File: src/rtl/clk_div_monitor_pkg.sv
// Shared types and default constants for the divided-clock monitor.
// The state encoding is fixed so debug tooling can decode the raw state bits.
package clk_div_monitor_pkg;

  typedef enum logic [1:0] {
    ST_IDLE      = 2'd0,
    ST_WAIT_RISE = 2'd1,
    ST_MEASURE   = 2'd2
  } state_e;

  localparam int unsigned DEF_CNT_W      = 8;
  localparam int unsigned DEF_EXP_PERIOD = 3;
  localparam int unsigned DEF_LOCK_COUNT = 4;

endpackage

File: src/rtl/clk_div_monitor_edge_sample.sv
// Samples the divided clock in the source clk domain and flags rising edges.
// The rise flag is combinational from the two history flops.
module clk_div_monitor_edge_sample (
  input  logic clk_i,
  input  logic rst_ni,
  input  logic d_i,
  output logic s_o,
  output logic rise_o
);

  logic s_q;
  logic s_dly_q;

  // two-deep sample history of the divided clock
  always_ff @(posedge clk_i or negedge rst_ni) begin
    if (!rst_ni) begin
      s_q     <= 1'b0;
      s_dly_q <= 1'b0;
    end else begin
      s_q     <= d_i;
      s_dly_q <= s_q;
    end
  end

  assign s_o    = s_q;
  assign rise_o = s_q & ~s_dly_q;

endmodule

File: src/rtl/clk_div_monitor.sv
// Measures period and high time of a divided clock in source-clock cycles,
// tracks lock against an expected period and flags mismatches and overflow.
module clk_div_monitor
  import clk_div_monitor_pkg::*;
#(
  parameter int unsigned CNT_W      = DEF_CNT_W,
  parameter int unsigned EXP_PERIOD = DEF_EXP_PERIOD,
  parameter int unsigned LOCK_COUNT = DEF_LOCK_COUNT
) (
  input  logic             clk_i,
  input  logic             rst_ni,
  input  logic             en_i,
  input  logic             div_in_i,
  output logic [CNT_W-1:0] period_o,
  output logic [CNT_W-1:0] high_time_o,
  output logic             meas_valid_o,
  output logic             locked_o,
  output logic             err_period_o,
  output logic             overflow_o
);

  localparam int unsigned MATCH_W = $clog2(LOCK_COUNT + 1);

  localparam logic [CNT_W-1:0]   CNT_MAX    = {CNT_W{1'b1}};
  localparam logic [CNT_W-1:0]   CNT_ZERO   = {CNT_W{1'b0}};
  localparam logic [CNT_W-1:0]   CNT_ONE    = CNT_W'(1'b1);
  localparam logic [CNT_W-1:0]   EXP_CNT    = CNT_W'(EXP_PERIOD);
  localparam logic [MATCH_W-1:0] MATCH_ZERO = {MATCH_W{1'b0}};
  localparam logic [MATCH_W-1:0] MATCH_ONE  = MATCH_W'(1'b1);
  localparam logic [MATCH_W-1:0] LOCK_MATCH = MATCH_W'(LOCK_COUNT);

  logic s_s;
  logic rise_s;

  state_e             state_q,  state_d;
  logic [CNT_W-1:0]   cnt_q,    cnt_d;
  logic [CNT_W-1:0]   hcnt_q,   hcnt_d;
  logic [MATCH_W-1:0] match_q,  match_d;
  logic [CNT_W-1:0]   period_q, period_d;
  logic [CNT_W-1:0]   high_q,   high_d;
  logic               valid_q,  valid_d;
  logic               locked_q, locked_d;
  logic               err_q,    err_d;
  logic               ovf_q,    ovf_d;

  clk_div_monitor_edge_sample u_edge_sample (
    .clk_i  (clk_i),
    .rst_ni (rst_ni),
    .d_i    (div_in_i),
    .s_o    (s_s),
    .rise_o (rise_s)
  );

  // next-state and measurement update; pulses default low every cycle
  always_comb begin
    state_d  = state_q;
    cnt_d    = cnt_q;
    hcnt_d   = hcnt_q;
    match_d  = match_q;
    period_d = period_q;
    high_d   = high_q;
    valid_d  = 1'b0;
    locked_d = locked_q;
    err_d    = 1'b0;
    ovf_d    = ovf_q;
    if (!en_i) begin
      state_d  = ST_IDLE;
      cnt_d    = CNT_ZERO;
      hcnt_d   = CNT_ZERO;
      match_d  = MATCH_ZERO;
      period_d = CNT_ZERO;
      high_d   = CNT_ZERO;
      locked_d = 1'b0;
      ovf_d    = 1'b0;
    end else begin
      case (state_q)
        ST_IDLE: begin
          cnt_d    = CNT_ZERO;
          hcnt_d   = CNT_ZERO;
          match_d  = MATCH_ZERO;
          locked_d = 1'b0;
          state_d  = ST_WAIT_RISE;
        end
        ST_WAIT_RISE: begin
          if (rise_s) begin
            cnt_d   = CNT_ONE;
            hcnt_d  = CNT_ONE;
            state_d = ST_MEASURE;
          end else begin
            state_d = ST_WAIT_RISE;
          end
        end
        ST_MEASURE: begin
          if (rise_s) begin
            valid_d  = 1'b1;
            period_d = cnt_q;
            high_d   = hcnt_q;
            cnt_d    = CNT_ONE;
            hcnt_d   = CNT_ONE;
            if (cnt_q == EXP_CNT) begin
              if (match_q != LOCK_MATCH) begin
                match_d = match_q + MATCH_ONE;
              end else begin
                match_d = match_q;
              end
              locked_d = (match_d == LOCK_MATCH);
            end else begin
              err_d    = 1'b1;
              match_d  = MATCH_ZERO;
              locked_d = 1'b0;
            end
          end else if (cnt_q == CNT_MAX) begin
            // no edge within the counter range: give up on this period
            ovf_d    = 1'b1;
            locked_d = 1'b0;
            match_d  = MATCH_ZERO;
            cnt_d    = CNT_ZERO;
            hcnt_d   = CNT_ZERO;
            state_d  = ST_WAIT_RISE;
          end else begin
            cnt_d  = cnt_q + CNT_ONE;
            hcnt_d = hcnt_q + CNT_W'(s_s);
          end
        end
        default: begin
          state_d = ST_IDLE;
        end
      endcase
    end
  end

  // state, counters and registered outputs
  always_ff @(posedge clk_i or negedge rst_ni) begin
    if (!rst_ni) begin
      state_q  <= ST_IDLE;
      cnt_q    <= CNT_ZERO;
      hcnt_q   <= CNT_ZERO;
      match_q  <= MATCH_ZERO;
      period_q <= CNT_ZERO;
      high_q   <= CNT_ZERO;
      valid_q  <= 1'b0;
      locked_q <= 1'b0;
      err_q    <= 1'b0;
      ovf_q    <= 1'b0;
    end else begin
      state_q  <= state_d;
      cnt_q    <= cnt_d;
      hcnt_q   <= hcnt_d;
      match_q  <= match_d;
      period_q <= period_d;
      high_q   <= high_d;
      valid_q  <= valid_d;
      locked_q <= locked_d;
      err_q    <= err_d;
      ovf_q    <= ovf_d;
    end
  end

  assign period_o     = period_q;
  assign high_time_o  = high_q;
  assign meas_valid_o = valid_q;
  assign locked_o     = locked_q;
  assign err_period_o = err_q;
  assign overflow_o   = ovf_q;

endmodule

File: config.mk
export PLATFORM = sky130hd
export DESIGN_NAME = clk_div_monitor
export DESIGN_NICKNAME = d
export VERILOG_FILES = /design/src/rtl/clk_div_monitor_pkg.sv /design/src/rtl/clk_div_monitor_edge_sample.sv /design/src/rtl/clk_div_monitor.sv
export SDC_FILE = /design/constraint.sdc
export NUM_CORES = 1
export LEC_CHECK = 0
export ABC_AREA = 1
export CAP_MARGIN = 20
export CORE_MARGIN = 5
export CORE_UTILIZATION = 37
export CTS_BUF_LIST = sky130_fd_sc_hd__clkbuf_4 sky130_fd_sc_hd__clkbuf_8
export DETAILED_ROUTE_END_ITERATION = 7
export SYNTH_ARGS = -nofsm -noshare
export SYNTH_HDL_FRONTEND = slang
export SYNTH_HIERARCHICAL = 1
export SYNTH_SLANG_ARGS = --single-unit
File: constraint.sdc
create_clock -name clk_i -period 5 [get_ports clk_i]
set_clock_uncertainty 0.15 [all_clocks]
set_input_delay 1.5 -clock clk_i [delete_from_list [all_inputs] [get_ports clk_i]]
set_output_delay 1.5 -clock clk_i [all_outputs]
set_load 0.005 [all_outputs]
## Word level (Yosys, flattened, before mapping)

Cells that the tools add are included.

- Add/sub/neg operators: 3
- Multiplexer cells: 46
- $mul: 0
- Div/mod/pow operators: 0
- Shift-type cells: 0
- Order comparisons: 0
- Bitwise operators: 2
- Equality and inequality tests: 16
- Reduce and logical (&&, ||, !) cells: 6

Operators with widths:

| operator | count |
|---|---|
| $mux W8 | 13 |
| $pmux W8 S3 | 2 |
| $mux W3 | 9 |
| $mux W1 | 15 |
| $ne A3 B3 Y1 const B | 4 |
| $add A8 B1 Y8 | 1 |
| $add A8 B1 Y8 const B | 1 |
| $eq A8 B2 Y1 const B | 1 |
| $eq A8 B8 Y1 const B | 1 |
| $mux W2 | 4 |
| $reduce_and A2 Y1 | 4 |
| $ne A2 B1 Y1 const B | 3 |
| $pmux W2 S3 | 1 |
| $pmux W3 S2 | 1 |
| $ne A4 B1 Y1 const B | 1 |
| $ne A4 B4 Y1 const B | 1 |
| $add A3 B1 Y3 const B | 1 |
| $eq A3 B3 Y1 const B | 1 |
| $ne A3 B1 Y1 const B | 1 |
| $reduce_and A3 Y1 | 1 |
| $eq A2 B1 Y1 const B | 1 |
| $eq A2 B2 Y1 const B | 1 |
| $logic_not A2 Y1 | 1 |
| $ne A2 B2 Y1 const B | 1 |
| other kinds (3) | 3 |

- Bits in latches: 0
- Bits in registers: 43
- Memories kept: 0
- Memory bits (read-only): 0
- Bits in writable memories: 0
- Output and inout bits: 20

## Logic depth before layout (Yosys ltp)

Gate-level depths: netlist of the first run.

- Word-level depth: 11
- Depth in mapped cells: 12
- Depth with buffers taken out: 10

## Modules after synthesis

Netlist of the first run, hierarchy kept.

Modules (own cells, without submodules):

| module | sequential area each (µm²) | cells each | times used | area each (µm²) |
|---|---|---|---|---|
| clk_div_monitor | 1,026.0 | 277 | 1 | 2,178.3 |
| clk_div_monitor_edge_sample | 50.0 | 4 | 1 | 60.1 |

## Worst setup path before layout of the first run

No wires, ideal clock.

- Path type: input-to-reg
- From: in en_i
- To: reg cnt_q[3]
- Buffers on the path: 1
- Stages: 8
- Data required time: 4.778 ns
- Slack: 2.607 ns
- Data arrival time: 2.171 ns
- Path through: inv_2 > nor2_2 > nand2_2 > nand2_4 > buf_6 > o21ai_0 > nand2_1 > nor2_1

- Longest elaborated chain between the ends: 2
- Elaborated cells between the ends (all ways): 4
- Classes of those cells: eq/ne: 2; mux: 1; reduce/logical: 1

Ends and longest elaborated chain:

| element | line | source |
|---|---|---|
| from (decl) | clk_div_monitor.sv:12 | `input logic en_i,` |
| $ne A4 B1 Y1 (no line) / $ne A3 B3 Y1 (equally long branches) | - |  |
| $reduce_and A2 Y1 (no line) | - |  |
| to (signal assigned) | clk_div_monitor.sv:147 | `cnt_q <= cnt_d;` |
| to (decl) | clk_div_monitor.sv:36 | `logic [CNT_W-1:0] cnt_q, cnt_d;` |

Parallel ways exist; a longest one is shown, timed or not.
A chain may end at the register's enable or synchronous reset.

## Final worst setup path of the first run

- From: in en_i
- To: reg cnt_q[7]

The elaborated chain is that of the path after synthesis.

==> results of run 1 <==
==> how the worst max path moves through the flow <==
stage	endpoint	startpoint	cells after the start	slack [ns]
global route	cnt_q[7]	en_i	9	1.28
floorplan	cnt_q[3]	en_i	8	2.61
CTS	cnt_q[7]	en_i	9	1.54
global placement	cnt_q[7]	en_i	9	1.29
detailed placement	cnt_q[7]	en_i	9	1.23
finish	cnt_q[7]	en_i	9	1.53
==> sequential cells by signal, indices dropped and copies added, names as in the netlist <==
register	count
hcnt_q	8
period_o	8
u_edge_sample/s_o	1
match_q	3
u_edge_sample/s_dly_q	1
meas_valid_o	1
cnt_q	8
high_time_o	8
locked_o	1
overflow_o	1
state_q	2
err_period_o	1
==> cell type report <==
type | count | share of cell area (%)
Sequential cell | 43 | 40.53
Multi-Input combinational cell | 197 | 36.52
Timing Repair Buffer | 24 | 9.519
Inverter | 33 | 4.760
Tap cell | 75 | 3.534
Clock buffer | 5 | 2.592
Clock inverter | 3 | 2.545
==> worst max-delay path, cell delays in order <==
cell	delay [ns]
clkdlybuf4s50_1	1.03
inv_2	0.19
nor2_2	0.14
nand2_2	0.08
nand2_4	0.15
inv_4	0.10
nand2_1	0.10
inv_1	0.12
nor2_1	0.12
==> where the power goes <==
part | internal [mW] | switching [mW] | leakage (nW)
clock | 0.199 | 0.123 | 0.0644
combinational | 0.0159 | 0.0395 | 0.576
sequential | 0.351 | 0.00373 | 0.594
==> per-stage QoR <==
stage	std cells	worst slack (ns)	hold WS, ns	cell area, sq um
6_report	380	1.535	0.2804	2655
5_1_grt	380	1.275	0.3050	2655
4_1_cts	379	1.538	0.2898	2628
3_5_place_dp	371	1.227	0.2711	2491
3_3_place_gp	371	1.291	0.2614	2491
2_1_floorplan	281	2.607	0.2298	2238
==> per-layer routing <==
metal | global-route usage [%] | wire length [um] | share of wire (%) | vias up
met5 | 0 | 0 | 0 | -
met2 | 21.51 | 2070 | 45 | 27
met3 | 2.822 | 144 | 3.1 | 12
met4 | 6.834 | 133 | 2.9 | 0
li1 | - | - | - | 934
met1 | 18.27 | 2228 | 49 | 816
==> cells by family (layout without fill, tap and decap cells) <==
| family | after synthesis | count (layout) | share of synthesized area [%] |
|---|---|---|---|
| and+or+nand+nor | 155 | 155 | 30.41 |
| DFF | 43 | 43 | 48.07 |
| buffers and inverters | 41 | 65 | 8.608 |
| AOI/OAI and AO/OA | 31 | 31 | 7.099 |
| adders and majority gates | 9 | 9 | 5.031 |
| xor gates and xnor gates | 2 | 2 | 0.7827 |
==> cell usage in the layout (no fill, tap or decap), types with 2 or more instances in the layout <==
cell,instances
nand2_1,69
dfrtp_1,43
nor2_1,36
inv_1,29
nand3_1,29
o21ai_0,25
clkdlybuf4s50_1,22
ha_1,9
nand4_1,6
clkbuf_8,5
nand2_2,4
nor2_2,4
inv_2,3
nor3_1,3
xor2_1,2
a21oi_1,2
o21ai_1,2
bufinv_16,2
==> metrics, run 1 <==
Setup violations, final 0; initial antenna violation count 0; Synth top area share 48.07%; CTS Buf Count 5; Leak 1.234 nW; CTS tree built; Die Area between 0.007 and 0.008 sq mm; reg-to-reg slack, setup 2.76 ns; detail-routed via count per cell around 4.7; Seq cells post-synth 43; Inserted Diodes 0; DR WL/cell 12.04 um; clock sinks 43; Fillers around 600; count leader, synth nand2_1; pwr dens 275.6 mW/mm^2; Layout Nets 317; cts hold-fix bufs 0; multi-input logic area 969.7 sq um; worst vdd ir 137.3 uV; Max-cap violations 0; largest area contributor in the netlist dfrtp_1; status finished clean; Cell variety after synth 26; predominant post-synthesis flop cell dfrtp_1; Post-Route Utilization 45.11%; Routed WL 4576 um; post-DP HPWL approximately 3300 um; Commonest cells post-synth 69 x nand2_1, 43 x dfrtp_1, 36 x nor2_1; DRT iter0 DRCs 79; Syn Area/Cell 7.966 sq um; Clock Latency Late Sink 0.30 ns; CTS max path bufs 2; vias in the first global route 1814; Min-Delay Endpoint u_edge_sample/s_dly_q; FF-to-FF path depth 6; H-tree levels 2; Hold Path Depth 0; largest net degree at the start of global routing 44; Initial Utilization roughly two fifths; die width between 80 and 90 um; Worst Path Max Fanout 23; Final Hold Fails 0; GP Congestion between 0.8 and 0.9; die height 87.78 um; synth warn 6; setup TNS 0 ns; first-pass GRT wire length 8362 um; Antenna Nets Post-Route 0; post-synthesis sequential area ratio 48.07%; fraction of layout cells with a size suffix above 1 8.525%; Critical R2R Capture period_o[5]; RSZ-0062 raised after global routing false; worst path arrival time 3.54 ns; Resized cells post-CTS 0; crit path launch type primary input; number of synthesized flops with an enable pin 0; Boundary Pins 24; total track usage 13.81%; Worst Tran Pin Value around 0.85 ns; clock root cell clkbuf_8; area grow syn2layout 18.61%; worst path required time between 5 and 6 ns; Mapped Nets 294; HP Start u_edge_sample/s_o; Power Total around 730 uW; asr flop ratio synth 100.0%; final period utilization 69.30%; Post-route DRC 0; fin crit period around 3.5 ns; Clk pin slew, worst setup/hold paths 0.08 ns; worst hold path type flip-flop to flip-flop; Reg area 0.001076 sq mm; Slew headroom between 40% and 50%; fmax 288.6 MHz; Worst R2R Start state_q[0]; FP Rows 28; total grt overflow 0; Slew Viols, Final 0; DR pass1 iterations 4; Mapped Cells 281; post-CTS setup buffer count 0; Critical Path Sink Type flip-flop; mapped cell area ~0.0022 sq mm; Core ar. just under 0.006 sq mm; Via Count 1789; Setup CP Type primary input to flip-flop; IO buf count 23; synth top area cells dfrtp_1 48%, nand2_1 12%, nand3_1 6.5%, nor2_1 6.0%, o21ai_0 5.6%
Note: power is estimated with default switching activity, not from simulation.
==> run 2, diff against run 1 <==
clock period = 3.5 ns   (was 5 ns; I/O delays follow)
==> metrics, run 2 (synthesis gave the netlist of run 1 again) <==
status finished clean; fmax between 300 and 400 MHz; crit path launch type primary input; Inserted Diodes 0 (unchanged); RSZ-0062 raised after global routing false; final period utilization 75.63%; Placed Area 0.002499 sq mm (+0.30%); Critical Path Sink Type flip-flop; Via Count 1838 (+2.7%); most frequent cells in the layout 69 x nand2_1, 43 x dfrtp_1, 36 x nor2_1; CP Cell Sequence clkdlybuf4s50_1 > inv_2 > nor2_2 > nand2_2 > nand2_4 > inv_4 > nand2_1 > inv_1 > nor2_1; delay-heaviest family, CP buffers and inverters; Initial Utilization 38.03% (unchanged); worst hold path type flip-flop to flip-flop; area grow syn2layout 18.95%; worst path required time 3.58 ns (-1.50 ns); H-tree levels 2 (unchanged); CP max-delay cell clkdlybuf4s50_1; pwr dens 395.5 mW/mm^2 (+43%); Comb power frac 7.6% (about the same); Setup violations, final 0 (unchanged); Sw Share 22.39% (-0.30 points); total track usage 13.80% (-0.020 points); Die Area 0.007705 sq mm (unchanged); Worst Path Max Fanout 14 (-39%); power share of the clock group 44.3% (+0.3 points); GP Congestion 0.9203 (+14%); CTS max path bufs 2 (unchanged); Worst Tran Pin Value 0.5389 ns (-0.3154 ns); Power Total 1.053 mW (+44%); DRT iter0 DRCs 59 (-25%); Antenna Nets Post-Route 0 (unchanged); Placed Cells 372 (+0.27%); met2 wire length 2282 um (+10%); uppermost layer routed met4; Routed WL 4793 um (+4.7%); setup TNS 0 ns (unchanged); initial antenna violation count 0 (unchanged); Met1 Wirelength 2286 um (+2.6%); die height 87.78 um (unchanged); Boundary Pins 24 (unchanged); first-pass GRT wire length 8424 um (+0.74%); Final Hold Fails 0 (unchanged); wire length on met3 128 um (-11%); Seq pwr share 48.1% (-0.3 points); Clk pin slew, worst setup/hold paths 0.08 ns (about the same); detail-routed via count per cell 4.824 (+2.5%); Internal 817.2 uW (+44%); post-CTS setup buffer count 0 (unchanged); Post-route DRC 0 (unchanged); Layout Nets 318 (+0.32%); worst vdd ir 149.1 uV (+8.6%); Core ar. 0.005886 sq mm (unchanged); CTS tree built; fraction of layout cells with a size suffix above 1 8.824% (+0.30 points); DR pass1 iterations 4 (unchanged); DR WL/cell 12.58 um (+4.5%); Setup CP Type primary input to flip-flop; post-DP HPWL 3552 um (+7.0%); worst path arrival time 2.72 ns (-0.82 ns); Largest stage delay, worst path 0.72 ns (-0.31 ns); cts hold-fix bufs 0 (unchanged); IO buf count 23 (unchanged); fin crit period 2.647 ns; NetSw 235.7 uW (+42%); reg-to-reg slack, setup 1.23 ns (-1.53 ns); Design Area, Final 0.002663 sq mm (+0.28%); Max-cap violations 0 (unchanged); total grt overflow 0 (unchanged); die width 87.78 um (unchanged); Resized cells post-CTS 0 (unchanged); vias in the first global route 1804 (-0.55%); largest net degree at the start of global routing 44 (unchanged); Post-Route Utilization 45.24% (+0.13 points); Finished Layout Cells 381 (+0.26%); count of buffer and inverter cells on the critical path 4 (unchanged); Slew Viols, Final 0 (unchanged); Clock Latency Late Sink 0.30 ns (about the same); Leak 1.243 nW (+0.75%); clock root cell clkbuf_8; clock sinks 43 (unchanged); most common cell after layout, fill and taps aside nand2_1; CTS Buf Count 5 (unchanged); Slew headroom 64.08% (+21 points); FP Rows 28 (unchanged)
[run 2: cell types whose count changed in the layout (fill, tap and decap cells not counted), sizes merged]
cell and delta:
buf +1, clkbuf +1, clkinvlp -1
[run 2: layer usage]
metal,global-route usage [%],up-vias
met5,0,-
li1,-,940
met1,17.22,870
met4,5.439,0
met2,23.56,20
met3,2.540,8
[run 2: path summary, 6_finish.rpt]
path	endpoint	depth (start not counted)	from
worst min register to register	u_edge_sample/s_dly_q	0	u_edge_sample/s_o
min in group asynchronous	high_time_o[2]	1	rst_ni
worst max-delay path	hcnt_q[5]	9	en_i
max in group asynchronous	period_o[4]	2	rst_ni
worst max register to register	period_o[5]	6	state_q[0]
worst min-delay path	u_edge_sample/s_dly_q	0	u_edge_sample/s_o
[run 2: cell type report]
cell class / count / area, sq um
well taps: 75 / 93.84
repair buffers: 25 / 260.3
multi-input cells: 197 / 969.7
flip-flops and latches: 43 / 1076
clock inverters: 2 / 60.06
clock buffers: 6 / 76.32
fillers: 589 / 3223
inverters: 33 / 126.4
[run 2: power by group through the flow]
| stage | clock [mW] | sequential, mW | combinational [mW] |
|---|---|---|---|
| 2_1_floorplan | 0 | 0.515 | 0.0587 |
| 3_3_place_gp | 0 | 0.516 | 0.0757 |
| 3_5_place_dp | 0 | 0.516 | 0.0769 |
| 4_1_cts | 0.477 | 0.507 | 0.0773 |
| 5_1_grt | 0.497 | 0.507 | 0.0923 |
| 6_report | 0.467 | 0.506 | 0.0800 |
[run 2: through the flow]
| step | setup WS [ns] | hold slack (ns) |
|---|---|---|
| after floorplan | 1.557 | 0.2298 |
| after global placement | 0.5775 | 0.2723 |
| after detailed placement | 0.5406 | 0.2704 |
| after CTS | 0.8516 | 0.2889 |
| after global routing | 0.6751 | 0.2998 |
| final | 0.8530 | 0.2804 |
[run 2: worst reg2reg max path: cells and delay by family (launching register included)]
kind | cells | cell delay, ns
buffers and inverters | 2 | 0.35
and+or+nand+nor | 2 | 0.60
adders and majority gates | 1 | 0.41
AOI/OAI and AO/OA | 1 | 0.24
DFF | 1 | 0.45
==> RTL change (flow settings as in run 2) <==
Encoding of `state_e`: now one-hot (3 bits for 3 states).
--- a/src/rtl/clk_div_monitor_pkg.sv
+++ b/src/rtl/clk_div_monitor_pkg.sv
@@ -2,10 +2,10 @@
 // The state encoding is fixed so debug tooling can decode the raw state bits.
 package clk_div_monitor_pkg;
 
-  typedef enum logic [1:0] {
-    ST_IDLE      = 2'd0,
-    ST_WAIT_RISE = 2'd1,
-    ST_MEASURE   = 2'd2
+  typedef enum logic [2:0] {
+    ST_IDLE      = 3'b001,
+    ST_WAIT_RISE = 3'b010,
+    ST_MEASURE   = 3'b100
   } state_e;
 
   localparam int unsigned DEF_CNT_W      = 8;
Behaviour: no difference found for any inputs over 10 cycles, from zero or initial values and one cycle with rst_ni low; not proved beyond that.
==> RTL change against run 2 <==
- cell area decreased by 1.7%
- total power decreased by 0.86%
- routed wire length increased by 0.61%
- setup slack improved by 45 ps
- combinational power increased by 23%
- critical path depth decreased by 3
- sequential cell count increased by 1
- synthesized area decreased by 2.6%
- critical endpoint is now cnt_q[3]$_DFFE_PN0P_
==> RTL change: results (changes against run 2) <==
* Largest net degree at the start of global routing at 45 (was 44)
* Synth Net Count at 275 (was 294)
* Psw at 0.247 mW (was 0.236 mW)
* Most area-consuming cells after synthesis: dfrtp_1, nand2_1, o21ai_1 (was dfrtp_1, nand2_1, nand3_1)
* Leakage at 1.19 nW (was 1.24 nW)
* Fin nets at 301 (was 318)
* Worst R2R Setup Slack at 1560 ps (was 1230 ps)
* Hold Path Stages at 0 (unchanged)
* Status: finished clean (unchanged)
* Met1 GRT Util at 20.3% (was 17.2%)
* PortBufs at 23 (unchanged)
* Max IR drop VDD at 0.184 mV (was 0.149 mV)
* Gp weighted congestion at 0.902 (was 0.920)
* Relative slew slack at 69.4% (was 64.1%)
* Crit Reg-Reg Endpoint: cnt_q[3]$_DFFE_PN0P_ (was period_o[5]$_DFFE_PN0P_)
* R2R cell count at 8 (was 6)
* Share of power burned in the clock network at 40.3% (was 44.3%)
* HPWL after DPL at 3440 um (was 3550 um)
* Worst-path fanout max at 17 (was 14)
* First-pass GRT wire length at 8480 um (was 8420 um)
* Register area share after synthesis at 50.5% (was 48.1%)
* Hold Slack at 311 ps (was 280 ps)
* Placement Cell Area at 2470 um^2 (was 2500 um^2)
* M2 GR Usage at 21.6% (was 23.6%)
* Via count at 1820 (was 1838)
* Initial DRC count at 80 (was 59)
* Layout cell share with drive strength beyond 1 at 10.9% (was 8.82%)
* Filler cell count at 590 (was 589)
* Routed Wire Length at 4820 um (was 4790 um)
* FF-to-FF Start: u_edge_sample/s_o$_DFF_PN0_ (was state_q[0]$_DFFE_PN0P_)
* Total GRT Usage at 14.4% (was 13.8%)
* Yosys cell types at 25 (was 26)
* Synth cell count leaders: nand2_1, dfrtp_1, o21ai_1, inv_1, nor2_1 (was nand2_1, dfrtp_1, nor2_1, inv_1, nand3_1)
* Grt met3 use at 2.95% (was 2.54%)
* Num CTS Buffers at 5 (unchanged)
[RTL change: cell types whose count changed after synthesis, moves of 3 or more]
cell | before | now
buf_6 | 4 | 1
inv_2 | 3 | 8
nand2_1 | 69 | 51
nor2_1 | 36 | 20
ha_1 | 9 | 5
nand3_1 | 29 | 14
o22ai_1 | 1 | 5
o21ai_1 | 2 | 34
nand4_1 | 6 | 11
a21oi_1 | 2 | 5
o21ai_0 | 25 | 14
[RTL change: area by class of cell]
cell class | count | area share, %
flip-flops and latches | 44 | 42.1
multi-input cells | 179 | 34.6
repair buffers | 24 | 9.37
inverters | 38 | 5.45
clock buffers | 7 | 3.68
well taps | 75 | 3.59
clock inverters | 1 | 1.15
[RTL change: layer usage]
layer  vias to the layer above  share of wire (%)  routed length [um]
met5                         -                  0                   0
met3                         8                4.0                 192
met1                       846                 49                2380
met4                         0                2.8                 134
met2                        37                 44                2120
li1                        929                  -                   -
[RTL change: power by group through the flow]
stage | clock [mW] | sequential (mW) | combinational, mW
finish | 0.421 | 0.524 | 0.0988
global route | 0.459 | 0.525 | 0.112
CTS | 0.434 | 0.524 | 0.0977
detailed placement | 0 | 0.534 | 0.0973
global placement | 0 | 0.534 | 0.0970
floorplan | 0 | 0.533 | 0.0691
[RTL change: kinds of logic (layout without fill, tap and decap cells)]
logic type               after synthesis  count (layout)  share of synthesized area, %
XOR/XNOR                               3               3                          1.21
adder cells (fa/ha/maj)                5               5                          2.87
flip-flops                            44              44                          50.5
buffers and inverters                 43              70                          7.92
AND/OR/NAND/NOR                      112             112                          23.5
AO/OA/AOI/OAI                         59              59                          14.0
[RTL change: worst max path at each step]
stage          start              endpoint  slack, ps  cells after the start
2_1_floorplan   en_i  cnt_q[3]$_DFFE_PN0P_       1490                      6
3_3_place_gp    en_i  cnt_q[3]$_DFFE_PN0P_        620                      6
3_5_place_dp    en_i  cnt_q[3]$_DFFE_PN0P_        580                      6
4_1_cts         en_i  cnt_q[3]$_DFFE_PN0P_        910                      6
5_1_grt         en_i  cnt_q[5]$_DFFE_PN0P_        780                      8
6_report        en_i  cnt_q[3]$_DFFE_PN0P_        900                      6
[RTL change: per-stage QoR]
stage                     instances  power, mW  utilization [%]  worst slack, ps
after floorplan                 266      0.602                -             1490
after global placement          359      0.631             42.5              622
after detailed placement        359      0.631             42.5              583
after CTS                       367       1.06             44.6              912
after global routing            368       1.10             45.0              783
final                           368       1.04             45.0              898
[RTL change: critical path: stages]
cell and delay [ps]:
clkdlybuf4s50_1 640, nand2_2 220, nor2_2 90, nor2_4 370, o21ai_1 110, and2_1 170
